### src/rtl/arb_requester_nbit.sv
// Requester-side agent for an N-bit fixed-priority arbiter: counts pending pushes per
// client, requests service, and issues one valid/ready transaction per legal grant.
module arb_requester_nbit #(
    parameter int N     = 4,
    parameter int CNT_W = 4,
    parameter int ID_W  = 2
) (
    input  logic            i_clk,
    input  logic            i_rst_n,
    input  logic [N-1:0]    i_push,
    output logic [N-1:0]    o_request,
    input  logic [N-1:0]    i_grant,
    output logic            o_valid,
    output logic [ID_W-1:0] o_id,
    input  logic            i_ready,
    output logic            o_overflow,
    output logic            o_err,
    output logic            o_pending_any
);

    typedef enum logic [1:0] {IDLE, REQ, ISSUE} state_t;

    localparam logic [CNT_W-1:0] CNT_MAX = {CNT_W{1'b1}};

    state_t           state;
    logic [CNT_W-1:0] cnt      [N];
    logic [CNT_W-1:0] cnt_next [N];
    logic [N-1:0]     nonzero;
    logic [N-1:0]     nonzero_next;
    logic [N-1:0]     pop_vec;
    logic             pop;
    logic             ovf;
    logic             any_next;
    logic             grant_onehot;
    logic             grant_legal;
    logic [ID_W-1:0]  grant_id;

    // A push and a pop on the same client cancel; a push that finds the counter
    // saturated (and is not cancelled by a pop) is dropped and flagged.
    always_comb begin
        ovf = 1'b0;
        pop = (state == ISSUE) && i_ready;
        for (int i = 0; i < N; i++) begin
            nonzero[i]  = (cnt[i] != '0);
            pop_vec[i]  = pop && (o_id == ID_W'(i));
            cnt_next[i] = cnt[i];
            if (i_push[i] && !pop_vec[i]) begin
                if (cnt[i] == CNT_MAX) begin
                    ovf = 1'b1;
                end else begin
                    cnt_next[i] = cnt[i] + CNT_W'(1);
                end
            end else if (!i_push[i] && pop_vec[i]) begin
                cnt_next[i] = cnt[i] - CNT_W'(1);
            end
            nonzero_next[i] = (cnt_next[i] != '0);
        end
        any_next = |nonzero_next;
    end

    always_comb begin
        grant_id = '0;
        for (int i = 0; i < N; i++) begin
            if (i_grant[i]) begin
                grant_id = ID_W'(i);
            end
        end
    end

    assign grant_onehot = (i_grant != '0) && ((i_grant & (i_grant - N'(1))) == '0);
    assign grant_legal  = grant_onehot && ((i_grant & nonzero) != '0);

    // Requests drop while a transaction is outstanding so the arbiter releases the grant.
    assign o_request     = (state == ISSUE) ? '0 : nonzero;
    assign o_pending_any = |nonzero;

    always_ff @(posedge i_clk) begin
        if (!i_rst_n) begin
            state      <= IDLE;
            o_valid    <= 1'b0;
            o_id       <= '0;
            o_overflow <= 1'b0;
            o_err      <= 1'b0;
            for (int i = 0; i < N; i++) begin
                cnt[i] <= '0;
            end
        end else begin
            for (int i = 0; i < N; i++) begin
                cnt[i] <= cnt_next[i];
            end
            o_overflow <= ovf;
            o_err      <= 1'b0;
            case (state)
                IDLE: begin
                    if (i_grant != '0) begin
                        o_err <= 1'b1;
                    end
                    if (|nonzero) begin
                        state <= REQ;
                    end
                end
                REQ: begin
                    if (i_grant != '0) begin
                        if (grant_legal) begin
                            o_id    <= grant_id;
                            o_valid <= 1'b1;
                            state   <= ISSUE;
                        end else begin
                            o_err <= 1'b1;
                        end
                    end else if (!(|nonzero)) begin
                        state <= IDLE;
                    end
                end
                ISSUE: begin
                    if (i_ready) begin
                        o_valid <= 1'b0;
                        state   <= any_next ? REQ : IDLE;
                    end
                end
                default: begin
                    state   <= IDLE;
                    o_valid <= 1'b0;
                end
            endcase
        end
    end

endmodule

### config.mk
export PLATFORM = sky130hd
export DESIGN_NAME = arb_requester_nbit
export DESIGN_NICKNAME = d
export VERILOG_FILES = /design/src/rtl/arb_requester_nbit.sv
export SDC_FILE = /design/constraint.sdc
export NUM_CORES = 1
export LEC_CHECK = 0
export BUFFER_PORTS_ARGS = -buffer_cell sky130_fd_sc_hd__buf_2
export CAP_MARGIN = 15
export CORE_MARGIN = 8
export CORE_UTILIZATION = 57
export DETAILED_ROUTE_END_ITERATION = 8
export PLACE_DENSITY_LB_ADDON = 0.25
export SLEW_MARGIN = 30
export SYNTH_ARGS = -nofsm -noshare
export SYNTH_HDL_FRONTEND = slang
export SYNTH_SLANG_ARGS = --single-unit
### constraint.sdc
create_clock -name i_clk -period 2 [get_ports i_clk]
set_input_delay 0 -clock i_clk [delete_from_list [all_inputs] [get_ports i_clk]]
set_output_delay 0 -clock i_clk [all_outputs]
set_load 0.005 [all_outputs]
### Word level (Yosys, flattened, before mapping)

Memories as Yosys holds them, arrays and structs flattened.
Index checks and enable logic that the tools add are counted.

* register bits after elaboration: 7
* memory bits (writable): 16
* input port bits: 11
* output and inout bits: 10
* logic and storage cells: 123
* memories kept: 1

* add/subtract/negate cells: 9
* eq/ne operators: 15
* muxes and demuxes: 45
* bitwise gates (word level): 7
* reduce and logical (&&, ||, !) cells: 41

Memory list
* cnt: depth 4, width 4, read ports 4, clocked after Yosys merged registers in 0, write ports 4, RTL line 26 `logic [CNT_W-1:0] cnt [N];`

Operators with widths (count)
* $mux W4: 17
* $reduce_bool A4 Y1: 10
* $sub A4 B1 Y4 const B: 5
* $mux W1: 18
* $add A4 B1 Y4 const B: 4
* $eq A4 B4 Y1 const B: 4
* $logic_and A1 B1 Y1: 15
* $mux W2: 7
* $and A4 B4 Y4: 2
* $logic_not A1 Y1: 8
* $ne A2 B2 Y1 const B: 4
* $reduce_and A4 Y1: 2
* $reduce_or A4 Y1: 2
* $eq A2 B2 Y1 const B: 3
* $ne A3 B3 Y1 const B: 2
* $pmux W2 S3: 1
* $eq A2 B1 Y1 const B: 2
* $logic_not A2 Y1: 2
* $logic_not A4 Y1: 1
* $or A1 B1 Y1: 4
* $pmux W1 S3: 1
* $reduce_and A3 Y1: 1
* $pmux W1 S2: 1
* $not A1 Y1: 1

### Logic depth before layout (Yosys ltp)

Gate-level depths: netlist (run 1).

* word-level depth: 12
* mapped depth: 9

### Worst setup path before layout (run 1)

OpenSTA, ideal clock, no wires.

* path kind: register to register
* from: memory cnt[0][0]
* to: register o_id[1]
* library setup time: 0.070 ns
* arrival: 1.767 ns
* required time: 1.930 ns
* path slack: 0.163 ns
* cell stages (with the launch flop): 10
* path through: dfxtp_1 -> inv_1 -> ha_1 -> inv_2 -> nor3_1 -> o22ai_1 -> o311a_1 -> nor2b_1 -> nand2b_1 -> a21oi_1

RTL lines
* from (decl): RTL line 26
* to (signal assigned): RTL line 105 `o_id <= grant_id;`
* to (decl): RTL line 14 `output logic [ID_W-1:0] o_id,`

### Worst setup path in the final report (run 1)

* from: register state[0]
* to: register state[0]

* word-level cells in the longest chain between the ends: 11

Ends and longest elaborated chain
* from (decl): RTL line 25 `state_t state;`
* from (signal assigned): RTL line 118 `state <= any_next ? REQ : IDLE;`
* $eq A2 B2 Y1: RTL line 42, 93
* $logic_and A1 B1 Y1: RTL line 42 `pop = (state == ISSUE) && i_ready;`
* $logic_and A1 B1 Y1: RTL line 45 `pop_vec[i] = pop && (o_id == ID_W'(i));`
* $logic_and A1 B1 Y1 / $logic_not A1 Y1 (equally long branches): RTL line 53, 47
* $mux W4 / $logic_and A1 B1 Y1 (equally long branches): RTL line 53, 47
* $mux W4: RTL line 47 `if (i_push[i] && !pop_vec[i]) begin`
* $reduce_bool A4 Y1: RTL line 56 `nonzero_next[i] = (cnt_next[i] != '0);`
* $reduce_or A4 Y1: RTL line 58 `any_next = |nonzero_next;`
* $mux W1: RTL line 118
* $mux W2: RTL line 116 `if (i_ready) begin`
* $pmux W2 S3: RTL line 93 `case (state)`

Parallel ways exist; a longest one is shown, timed or not. The select of a mux whose other input is x is not followed.
A chain may end at the register's enable or synchronous reset.

==> results_dict.tcl, run 1 <==
set metrics [dict create \
    status "complete, but fails checks" \
    failed_checks "negative setup slack" \
    regArea_um2 473 \
    tritoncts "built" \
    timing_hold_violations_final 0 \
    min_period_over_period_pct 100 \
    preCtsSetupSlack_ns -0.101 \
    yosysWarnings 0 \
    worst_clock_skew_ns 0.00666 \
    drtPass1Iterations 4 \
    cts_htree_levels 1 \
    final_design_area_no_fill_mm2 0.00218 \
    grt_total_usage_pct 18.2 \
    slew_viol_final 0 \
    timing.max_slew.rel_slack_pct 70.1 \
    dr.first_iter.drc_count 96 \
    worst_setup_path_startpoint "state[0]$_SDFFE_PN0P_" \
    average_via_count_per_standard_cell 5.91 \
    critPathKind "reg2reg" \
    tightest_slew_ns 0.449 \
    critical_path_buf_inv_count 1 \
    drive_above_1_share_pct 27.0 \
    global_route.overflow_total 0 \
    wire_per_inst_um 14.8 \
    layout_setup_ws_ns -0.00468 \
    cp_slowest_cell "dfxtp_2" \
    drc 0 \
    critical_path.cell_chain "or3b_1, buf_4, o211ai_1, o21ai_1, xnor2_1, a311oi_1, and4_1, a31oi_1" \
    critPathArrivalTime_ns 2.20 \
    detailed_place.area_mm2 0.00205 \
    antenna_viol_nets_final 0 \
    multiInputGateArea_mm2 0.00127 \
    synth-edff-count 0 \
    timing.hold.worst.start "i_rst_n" \
    syn-cell-area_mm2 0.00180 \
    final_util_pct 71.9 \
    maxCapViolations 0 \
    postSynthRegisterBits 23 \
    post-route-min-period_ns 2.00 \
    antenna_found_initial 0 \
    maximum_vdd_drop_mv 0.400 \
    worst-path-max-fanout 6 \
    port_buffers 20 \
    std_cell_rows 20 \
    synth_ff_type "dfxtp_1" \
    required_ns 2.19 \
    critical_path.reg2reg.startpoint "state[0]$_SDFFE_PN0P_" \
    dp.final_hpwl_um 3560 \
    rsz0062_at_grt "yes" \
    cellLeakagePower_nw 0.942 \
    postSynthNetCount 253 \
    grt_first_pass_wirelength_um 7800 \
    pin_count 21 \
    synthesis.area_per_instance_um2 7.69 \
    crit_path_max_incr_delay_ns 0.38 \
    routed-via-count 1878 \
    fillers 235 \
    placeableCoreArea_mm2 0.00303 \
    diodes 0 \
    synth-seq-area-share_pct 25.6 \
    clock-sinks 23 \
    asyncSetResetFlopFracSynth_pct 0 \
    clkLatencyLatePin_ns 0.31 \
    final_nets 294 \
    floorplan.die.width_um 72.2 \
    die-area_mm2 0.00521 \
    power_density_over_the_cells_mw_per_mm2 547 \
    synthDistinctLibCells 56 \
    place_congestion 0.944 \
    hold_path_class "in2reg" \
    finalWirelength_um 4720 \
    finalSetupViolCount 1 \
    flow.area_growth_from_synthesis_pct 20.9 \
    first_global_vias 1714 \
    floorplan.die.height_um 72.2 \
    tritoncts.num_buffers 3 \
    worst_setup_path_end_kind "flop" \
    cts.reportedPaths.clkPinSlew_ns 0.14 \
    synthCells 234 \
    critical-path-top-delay-family "simple AND/OR/NAND/NOR gates" \
    max_freq_mhz 499 \
    ctsRootBufferMaster "clkbuf_4" \
    floorplan.initialDensity_pct 59.5 \
    setup.worst_path.start_class "flop" \
    clk_path_buf_depth 2 \
    grt_max_degree 14 \
]
==> placed cells by master (no fill, tap or decap), types with 4 or more instances in the layout <==
cell type  Yosys  layout
nand3_1       10      10
buf_2          2      20
nor2_1        21      21
nor3_2         2       4
dfxtp_2        0       4
a211oi_1       4       4
o21ai_0        9       9
and2_1        10      10
a311oi_1       5       5
nor3_1        10       7
nor2b_1        5       4
ha_1           8       8
nand2_1       16      16
a21oi_1       13      13
xnor2_1        4       4
dfxtp_1       23      17
buf_4          0      22
o21ai_1        5       5
inv_1         18      16
==> power by group <==
| part | switching [mW] | total [mW] | leakage (nW) | internal [mW] |
|---|---|---|---|---|
| clock | 0.146 | 0.220 | 0.0177 | 0.0747 |
| combinational | 0.224 | 0.435 | 0.734 | 0.211 |
| sequential | 0.0416 | 0.536 | 0.190 | 0.495 |
==> through the flow <==
| step | std cells | hold slack (ns) | total power, mW | TNS (ns) |
|---|---|---|---|---|
| after global routing | 318 | 0.00568 | 1.27 | -0.109 |
| final | 318 | 0.00960 | 1.19 | -0.00468 |
| after detailed placement | 309 | 0.313 | 0.935 | -0.381 |
| after global placement | 309 | 0.312 | 0.930 | -0.327 |
| after CTS | 314 | 0.0121 | 1.17 | 0 |
| after floorplan | 234 | 0.109 | 0.786 | 0 |
==> cell usage after synthesis, types with 3 or more instances <==
| master | number | area share, % |
|---|---|---|
| a211oi_1 | 4 | 1.7 |
| a21oi_1 | 13 | 3.6 |
| a311oi_1 | 5 | 2.4 |
| a31oi_1 | 3 | 1.0 |
| and2_1 | 10 | 3.5 |
| clkbuf_1 | 3 | 0.63 |
| dfxtp_1 | 23 | 26 |
| ha_1 | 8 | 5.6 |
| inv_1 | 18 | 3.8 |
| mux2i_1 | 3 | 1.7 |
| nand2_1 | 16 | 3.3 |
| nand2_2 | 3 | 1.0 |
| nand2b_1 | 3 | 1.0 |
| nand3_1 | 10 | 2.8 |
| nand4_1 | 3 | 1.0 |
| nor2_1 | 21 | 4.4 |
| nor2b_1 | 5 | 1.7 |
| nor3_1 | 10 | 2.8 |
| o21ai_0 | 9 | 2.5 |
| o21ai_1 | 5 | 1.4 |
| o22ai_1 | 3 | 1.0 |
| o311a_1 | 3 | 1.7 |
| or3_1 | 3 | 1.0 |
| xnor2_1 | 4 | 1.9 |
==> metal layers <==
| metal | track usage [%] | up-vias | share of wire [%] |
|---|---|---|---|
| met5 | 0 | - | 0 |
| met4 | 5.67 | 0 | 1.1 |
| met3 | 2.20 | 6 | 4.2 |
| li1 | - | 942 | - |
| met2 | 29.5 | 56 | 47 |
| met1 | 24.3 | 874 | 48 |
==> flip-flops by register name, indices dropped and copies added, names as in the netlist <==
register / count
state: 2
o_id: 2
o_valid: 1
o_overflow: 1
o_err: 1
cnt: 16
==> kinds of logic after synthesis <==
kind of cell               synth area share (%)
and+or+nand+nor                            35.2
AOI/OAI and AO/OA                          23.2
buffers and inverters                      6.39
DFF                                        25.6
adders and majority gates                  5.56
xor gates and xnor gates                   2.43
muxes                                      1.67
==> final timing paths <==
check                           slack [ns]               endpoint  cells after the start
worst max-delay path                -0.005  state[0]$_SDFFE_PN0P_                      8
worst min-delay path                  0.01   cnt[1][1]$_SDFF_PN0_                      2
worst max register to register      -0.005  state[0]$_SDFFE_PN0P_                      8
worst min register to register        0.47   o_valid$_SDFFE_PN0P_                      2
==> area by class of cell <==
class                           count  share of cell area (%)
Multi-Input combinational cell    185                    58.3
Sequential cell                    23                    21.7
Timing Repair Buffer               43                    12.6
Inverter                           19                    3.51
Tap cell                           44                    2.53
Clock buffer                        3                    1.03
Clock inverter                      1                   0.230
==> what timing repair did <==
item / 4_1_cts / 5_1_grt
gates resized for setup: 4 / 17
pin swaps: 0 / 6
gates cloned: 0 / 0
buffers inserted: 0 / 4
hold buffers: 1 / 0
setup endpoints to repair: 6 / 6
endpoints found under the hold margin: 1 / 0
Power figures use the tool's default switching activity.
==> run 2, diff against run 1 <==
--- a/config.mk
+++ b/config.mk
@@ -7,6 +7,7 @@
 export LEC_CHECK = 0
 export BUFFER_PORTS_ARGS = -buffer_cell sky130_fd_sc_hd__buf_2
 export CAP_MARGIN = 15
+export CORE_ASPECT_RATIO = 2
 export CORE_MARGIN = 8
 export CORE_UTILIZATION = 57
 export DETAILED_ROUTE_END_ITERATION = 8
==> run 2 against run 1 <==
  * The run now ends clean
  * Non-clock buffer count shrank 2
  * First-iteration DRC count shrank 44%
  * Clock power grew 34%
  * Sequential share of layout area shrank 0.59 points
  * Critical path depth shrank 1
  * Largest power group unchanged
  * Fmax grew 2.9%
  * Wire length grew 3.8%
  * Combinational power grew 5.5%
  * Total power grew 7.6%
  * Register-to-register slack gained 0.06 ns
  * Clock-buffer cell count is the same
==> results_dict.tcl, run 2 (synthesis gave the netlist of run 1 again) <==
set metrics [dict create \
    dr.first_iter.drc_count 54 \
    final_design_area_no_fill_mm2 0.00223 \
    finalSetupViolCount 0 \
    diodes 0 \
    required_ns 2.15 \
    tritoncts "built" \
    finalWirelength_um 4900 \
    grt_first_pass_wirelength_um 8100 \
    rsz0062_at_grt "no" \
    placeableCoreArea_mm2 0.00308 \
    tritoncts.num_buffers 3 \
    fillers 250 \
    antenna_found_initial 0 \
    cts_htree_levels 1 \
    timing_hold_violations_final 0 \
    final_nets 292 \
    critPathArrivalTime_ns 2.10 \
    tightest_slew_ns 0.451 \
    fraction_of_met2_tracks_used_by_global_routing_pct 32.0 \
    crit_path_max_incr_delay_ns 0.57 \
    port_buffers 20 \
    first_global_vias 1857 \
    ctsRootBufferMaster "clkbuf_8" \
    routed-via-count 1897 \
    maxCapViolations 0 \
    worst_hold_slack_ns 0.0286 \
    hold_path_class "in2reg" \
    status "completed" \
    place_congestion 0.895 \
    grt_use_met3_pct 2.80 \
    slew_viol_final 0 \
    antenna_viol_nets_final 0 \
    max_freq_mhz 513 \
    power.sequential.fraction_pct 41.3 \
    detailed_place.area_mm2 0.00202 \
    clock-sinks 23 \
    floorplan.die.width_um 55.7 \
    clk_path_buf_depth 2 \
    std_cell_rows 29 \
    top_regs "cnt x16, o_id x2, state x2" \
    worst_clock_skew_ns 0.00348 \
    power.internal_mw 0.854 \
    worst_setup_path_end_kind "flop" \
    drive_above_1_share_pct 31.6 \
    dp.final_hpwl_um 3820 \
    timing.max_slew.rel_slack_pct 69.9 \
    floorplan.die.height_um 95.5 \
    cellLeakagePower_nw 0.975 \
    cts_hold_repair.buffers 0 \
    power_density_over_the_cells_mw_per_mm2 576 \
    power.switching_mw 0.429 \
    cts.reportedPaths.clkPinSlew_ns 0.08 \
    setup.worst_path.start_class "flop" \
    combPwrFrac_pct 35.8 \
    gr-max-usage-layer "met2" \
    drc 0 \
    maximum_vdd_drop_mv 0.543 \
    wire_per_inst_um 16.2 \
    clkLatencyLatePin_ns 0.27 \
    flow.area_growth_from_synthesis_pct 23.6 \
    use_met1_pct 19.2 \
    worst-path-max-fanout 6 \
    switching_share_pct 33.5 \
    post-route-min-period_ns 1.95 \
    die-area_mm2 0.00532 \
    top_register "cnt" \
    clockPowerShare_pct 22.9 \
    critical_path.cell_chain "or4_1, nor3_2, o21ai_0, o31ai_2, and3_1, and4_1, a31oi_1" \
    cp_slowest_cell "or4_1" \
    final_cell_mix "buf_4 (21), nor2_1 (20), buf_2 (20), inv_1 (16)" \
    floorplan.initialDensity_pct 58.4 \
    min_period_over_period_pct 97.4 \
    critPathKind "reg2reg" \
    mostFrequentLayoutCell "buf_4" \
    average_via_count_per_standard_cell 6.26 \
    drtPass1Iterations 4 \
    grt_total_usage_pct 18.2 \
    global_route.overflow_total 0 \
    largest_register_ffs 16 \
    pin_count 21 \
    grt_max_degree 14 \
]
-- run 2: layout make-up --
type | instances | area, µm² | share of cell area, %
multi-input cells | 185 | 1340 | 60.3
clock buffers | 3 | 41.3 | 1.85
clock inverters | 1 | 5.00 | 0.225
well taps | 31 | 38.8 | 1.74
repair buffers | 41 | 258 | 11.6
inverters | 19 | 71.3 | 3.20
flip-flops and latches | 23 | 470 | 21.1
-- run 2: metal layers --
metal  part of all wire [%]  vias up
li1                       -      939
met1                     42      872
met2                     48       60
met3                    3.9       26
met4                    5.5        0
met5                      0        -
-- run 2: what timing repair did --
action	in CTS	in global routing
setup buffers	0	4
endpoints found under the setup margin	4	5
pin swaps	0	5
resized for setup	5	32
-- run 2: final timing paths --
check	startpoint	to	slack (ns)	cells past startpoint
setup / recovery	cnt[2][2]$_SDFF_PN0_	state[0]$_SDFFE_PN0P_	0.05	7
hold / removal	i_push[2]	cnt[2][1]$_SDFF_PN0_	0.03	2
setup reg to reg	cnt[2][2]$_SDFF_PN0_	state[0]$_SDFFE_PN0P_	0.05	7
hold reg to reg	o_valid$_SDFFE_PN0P_	o_valid$_SDFFE_PN0P_	0.49	2
-- run 2: critical path, delay by kind of cell (launching register included) --
kind	cells	cell delay, ns
compound gates	3	0.30
simple gates	4	1.18
flops	1	0.36
-- run 2: through the flow --
step	setup WS, ns	TNS, ns	util, %	power (mW)	instances
5_1_grt	0.000533	0	72.2	1.36	303
6_report	0.0523	0	72.2	1.28	303
3_3_place_gp	-0.110	-0.327	65.6	0.937	295
4_1_cts	0.00786	0	67.8	1.25	299
2_1_floorplan	0.163	0	-	0.786	234
3_5_place_dp	-0.0818	-0.225	65.6	0.947	295
-- run 2: power by group through the flow --
stage	clock network [mW]	registers, mW	logic [mW]
final	0.294	0.530	0.459
after global routing	0.322	0.536	0.503
after CTS	0.299	0.524	0.425
after detailed placement	0	0.534	0.413
after global placement	0	0.532	0.404
after floorplan	0	0.537	0.250
==> run 3, diff against run 2 <==
--- a/config.mk
+++ b/config.mk
@@ -5,11 +5,12 @@
 export SDC_FILE = /design/constraint.sdc
 export NUM_CORES = 1
 export LEC_CHECK = 0
+export ABC_CLOCK_PERIOD_IN_PS = 1600
 export BUFFER_PORTS_ARGS = -buffer_cell sky130_fd_sc_hd__buf_2
 export CAP_MARGIN = 15
 export CORE_ASPECT_RATIO = 2
 export CORE_MARGIN = 8
-export CORE_UTILIZATION = 57
+export CORE_UTILIZATION = 53
 export DETAILED_ROUTE_END_ITERATION = 8
 export PLACE_DENSITY_LB_ADDON = 0.25
 export SLEW_MARGIN = 30
==> constraint.sdc (replaced) <==
create_clock -name i_clk -period 1.6 [get_ports i_clk]
set_input_delay 0 -clock i_clk [delete_from_list [all_inputs] [get_ports i_clk]]
set_output_delay 0 -clock i_clk [all_outputs]
set_load 0.005 [all_outputs]
==> run 3 against run 2 <==
  * The run now ends with negative setup slack left
  * Clock-buffer cell count unchanged
  * Sequential share of layout area fell by 3.3 points
  * Clock power rose by 27%
  * Non-clock buffer count up 51
  * Global-route usage grew 1.3 points
  * Register-to-register slack worse by 0.39 ns
  * Flip-flop and latch count stayed put
  * Critical path depth is 1 higher
  * Critical path type unchanged
==> results_dict.tcl, run 3 (synthesis gave the netlist of run 1 again) <==
set metrics [dict create \
    status "complete, but fails checks" \
    failed_checks "negative setup slack" \
    drc 0 \
    cellLeakagePower_nw 1.24 \
    tightest_slew_ns 0.554 \
    tritoncts.num_buffers 3 \
    std_cell_rows 30 \
    power.sequential.fraction_pct 36.9 \
    required_ns 1.74 \
    detailed_place.area_mm2 0.00244 \
    clk_path_buf_depth 2 \
    tritoncts "built" \
    placeableCoreArea_mm2 0.00330 \
    power.switching_mw 0.616 \
    cts.reportedPaths.clkPinSlew_ns 0.09 \
    top_register "cnt" \
    clock-sinks 23 \
    layout_setup_ws_ns -0.340 \
    hold_path_class "in2reg" \
    critPathKind "reg2reg" \
    slew_viol_final 0 \
    grt_total_usage_pct 19.5 \
    antenna_viol_nets_final 0 \
    drtPass1Iterations 4 \
    finalSetupViolCount 16 \
    floorplan.die.width_um 57.2 \
    average_via_count_per_standard_cell 6.21 \
    mostFrequentLayoutCell "buf_4" \
    final_cell_mix "buf_4 (68), buf_2 (20), nor2_1 (19), nand2_1 (16), dfxtp_1 (11)" \
    setup.worst_path.start_class "flop" \
    worst_clock_skew_ns 0.00563 \
    largest_register_ffs 16 \
    dp.final_hpwl_um 4350 \
    clkLatencyLatePin_ns 0.27 \
    critPathArrivalTime_ns 2.08 \
    antenna_found_initial 0 \
    regArea_um2 490 \
    worst-path-max-fanout 4 \
    diodes 0 \
    wire_per_inst_um 17.9 \
    timing.max_slew.rel_slack_pct 63.0 \
    power_density_over_the_cells_mw_per_mm2 664 \
    pin_count 21 \
    place_congestion 0.901 \
    flow.area_growth_from_synthesis_pct 52.5 \
    post-route-min-period_ns 1.94 \
    power.total_mw 1.82 \
    routed-via-count 2205 \
    die-area_mm2 0.00563 \
    first_global_vias 2106 \
    dr.first_iter.drc_count 100 \
    port_buffers 20 \
    final_nets 343 \
    preCtsSetupSlack_ns -0.331 \
    fin_tns_setup_ns -1.97 \
    worst_hold_slack_ns 0.0673 \
    min_period_over_period_pct 121 \
    drive_above_1_share_pct 50.5 \
    top_regs "cnt x16, o_id x2, state x2" \
    ctsRootBufferMaster "clkbuf_8" \
    timing_hold_violations_final 0 \
    fillers 192 \
    maxCapViolations 0 \
    floorplan.initialDensity_pct 54.5 \
    global_route.overflow_total 0 \
    combPwrFrac_pct 42.6 \
    grt_first_pass_wirelength_um 9300 \
    multiInputGateArea_mm2 0.00144 \
    worst_setup_path_end_kind "flop" \
    maximum_vdd_drop_mv 0.780 \
    floorplan.die.height_um 98.4 \
    final_design_area_no_fill_mm2 0.00275 \
    power.internal_mw 1.21 \
    rsz0062_at_grt "yes" \
    clockPowerShare_pct 20.5 \
    switching_share_pct 33.8 \
    grt_max_degree 14 \
    cts_htree_levels 1 \
    max_freq_mhz 515 \
    finalWirelength_um 6370 \
]
==> run 3: layout make-up <==
type	count	area share, %
Clock buffer	3	1.50
Clock inverter	1	0.182
Inverter	19	2.87
Multi-Input combinational cell	185	52.3
Sequential cell	23	17.9
Tap cell	32	1.46
Timing Repair Buffer	92	23.9
==> run 3: metrics by stage <==
step / utilization (%) / std cells
finish: 83.1 / 355
global route: 83.1 / 355
CTS: 79.7 / 352
detailed placement: 73.8 / 344
global placement: 73.8 / 344
floorplan: - / 234
==> run 3: metal layers <==
layer,global-route usage (%),part of all wire (%)
met4,7.64,2.9
met1,20.4,39
met3,3.47,5.7
met2,36.0,53
met5,0,0
==> run 3: critical path: stages (launching register included) <==
cell and delay [ns]:
dfxtp_2 0.35, buf_6 0.11, nand3b_1 0.24, o211ai_1 0.25
o21ai_1 0.11, xnor2_1 0.30, and3_1 0.20, and4_1 0.19
a31oi_1 0.07
==> run 3: final timing paths <==
path / cells after the start / end / startpoint / slack (ns)
hold reg to reg: 2 / o_valid$_SDFFE_PN0P_ / o_valid$_SDFFE_PN0P_ / 0.50
hold / removal: 2 / cnt[1][1]$_SDFF_PN0_ / i_rst_n / 0.07
setup reg to reg: 8 / state[0]$_SDFFE_PN0P_ / o_id[0]$_SDFFE_PN0P_ / -0.34
setup / recovery: 8 / state[0]$_SDFFE_PN0P_ / o_id[0]$_SDFFE_PN0P_ / -0.34
==> run 3: power groups by stage <==
stage | sequential, mW | clock [mW] | combinational (mW)
floorplan | 0.679 | 0 | 0.334
global placement | 0.674 | 0 | 0.617
detailed placement | 0.678 | 0 | 0.639
CTS | 0.669 | 0.372 | 0.712
global route | 0.680 | 0.409 | 0.829
finish | 0.672 | 0.374 | 0.778
==> run 3: timing repair <==
action | in CTS | in global routing
gates resized for setup | 30 | 28
cloned | 0 | 0
setup buffers | 4 | 5
pin swaps | 10 | 17
setup endpoints to repair | 14 | 23
hold buffers | 0 | 0
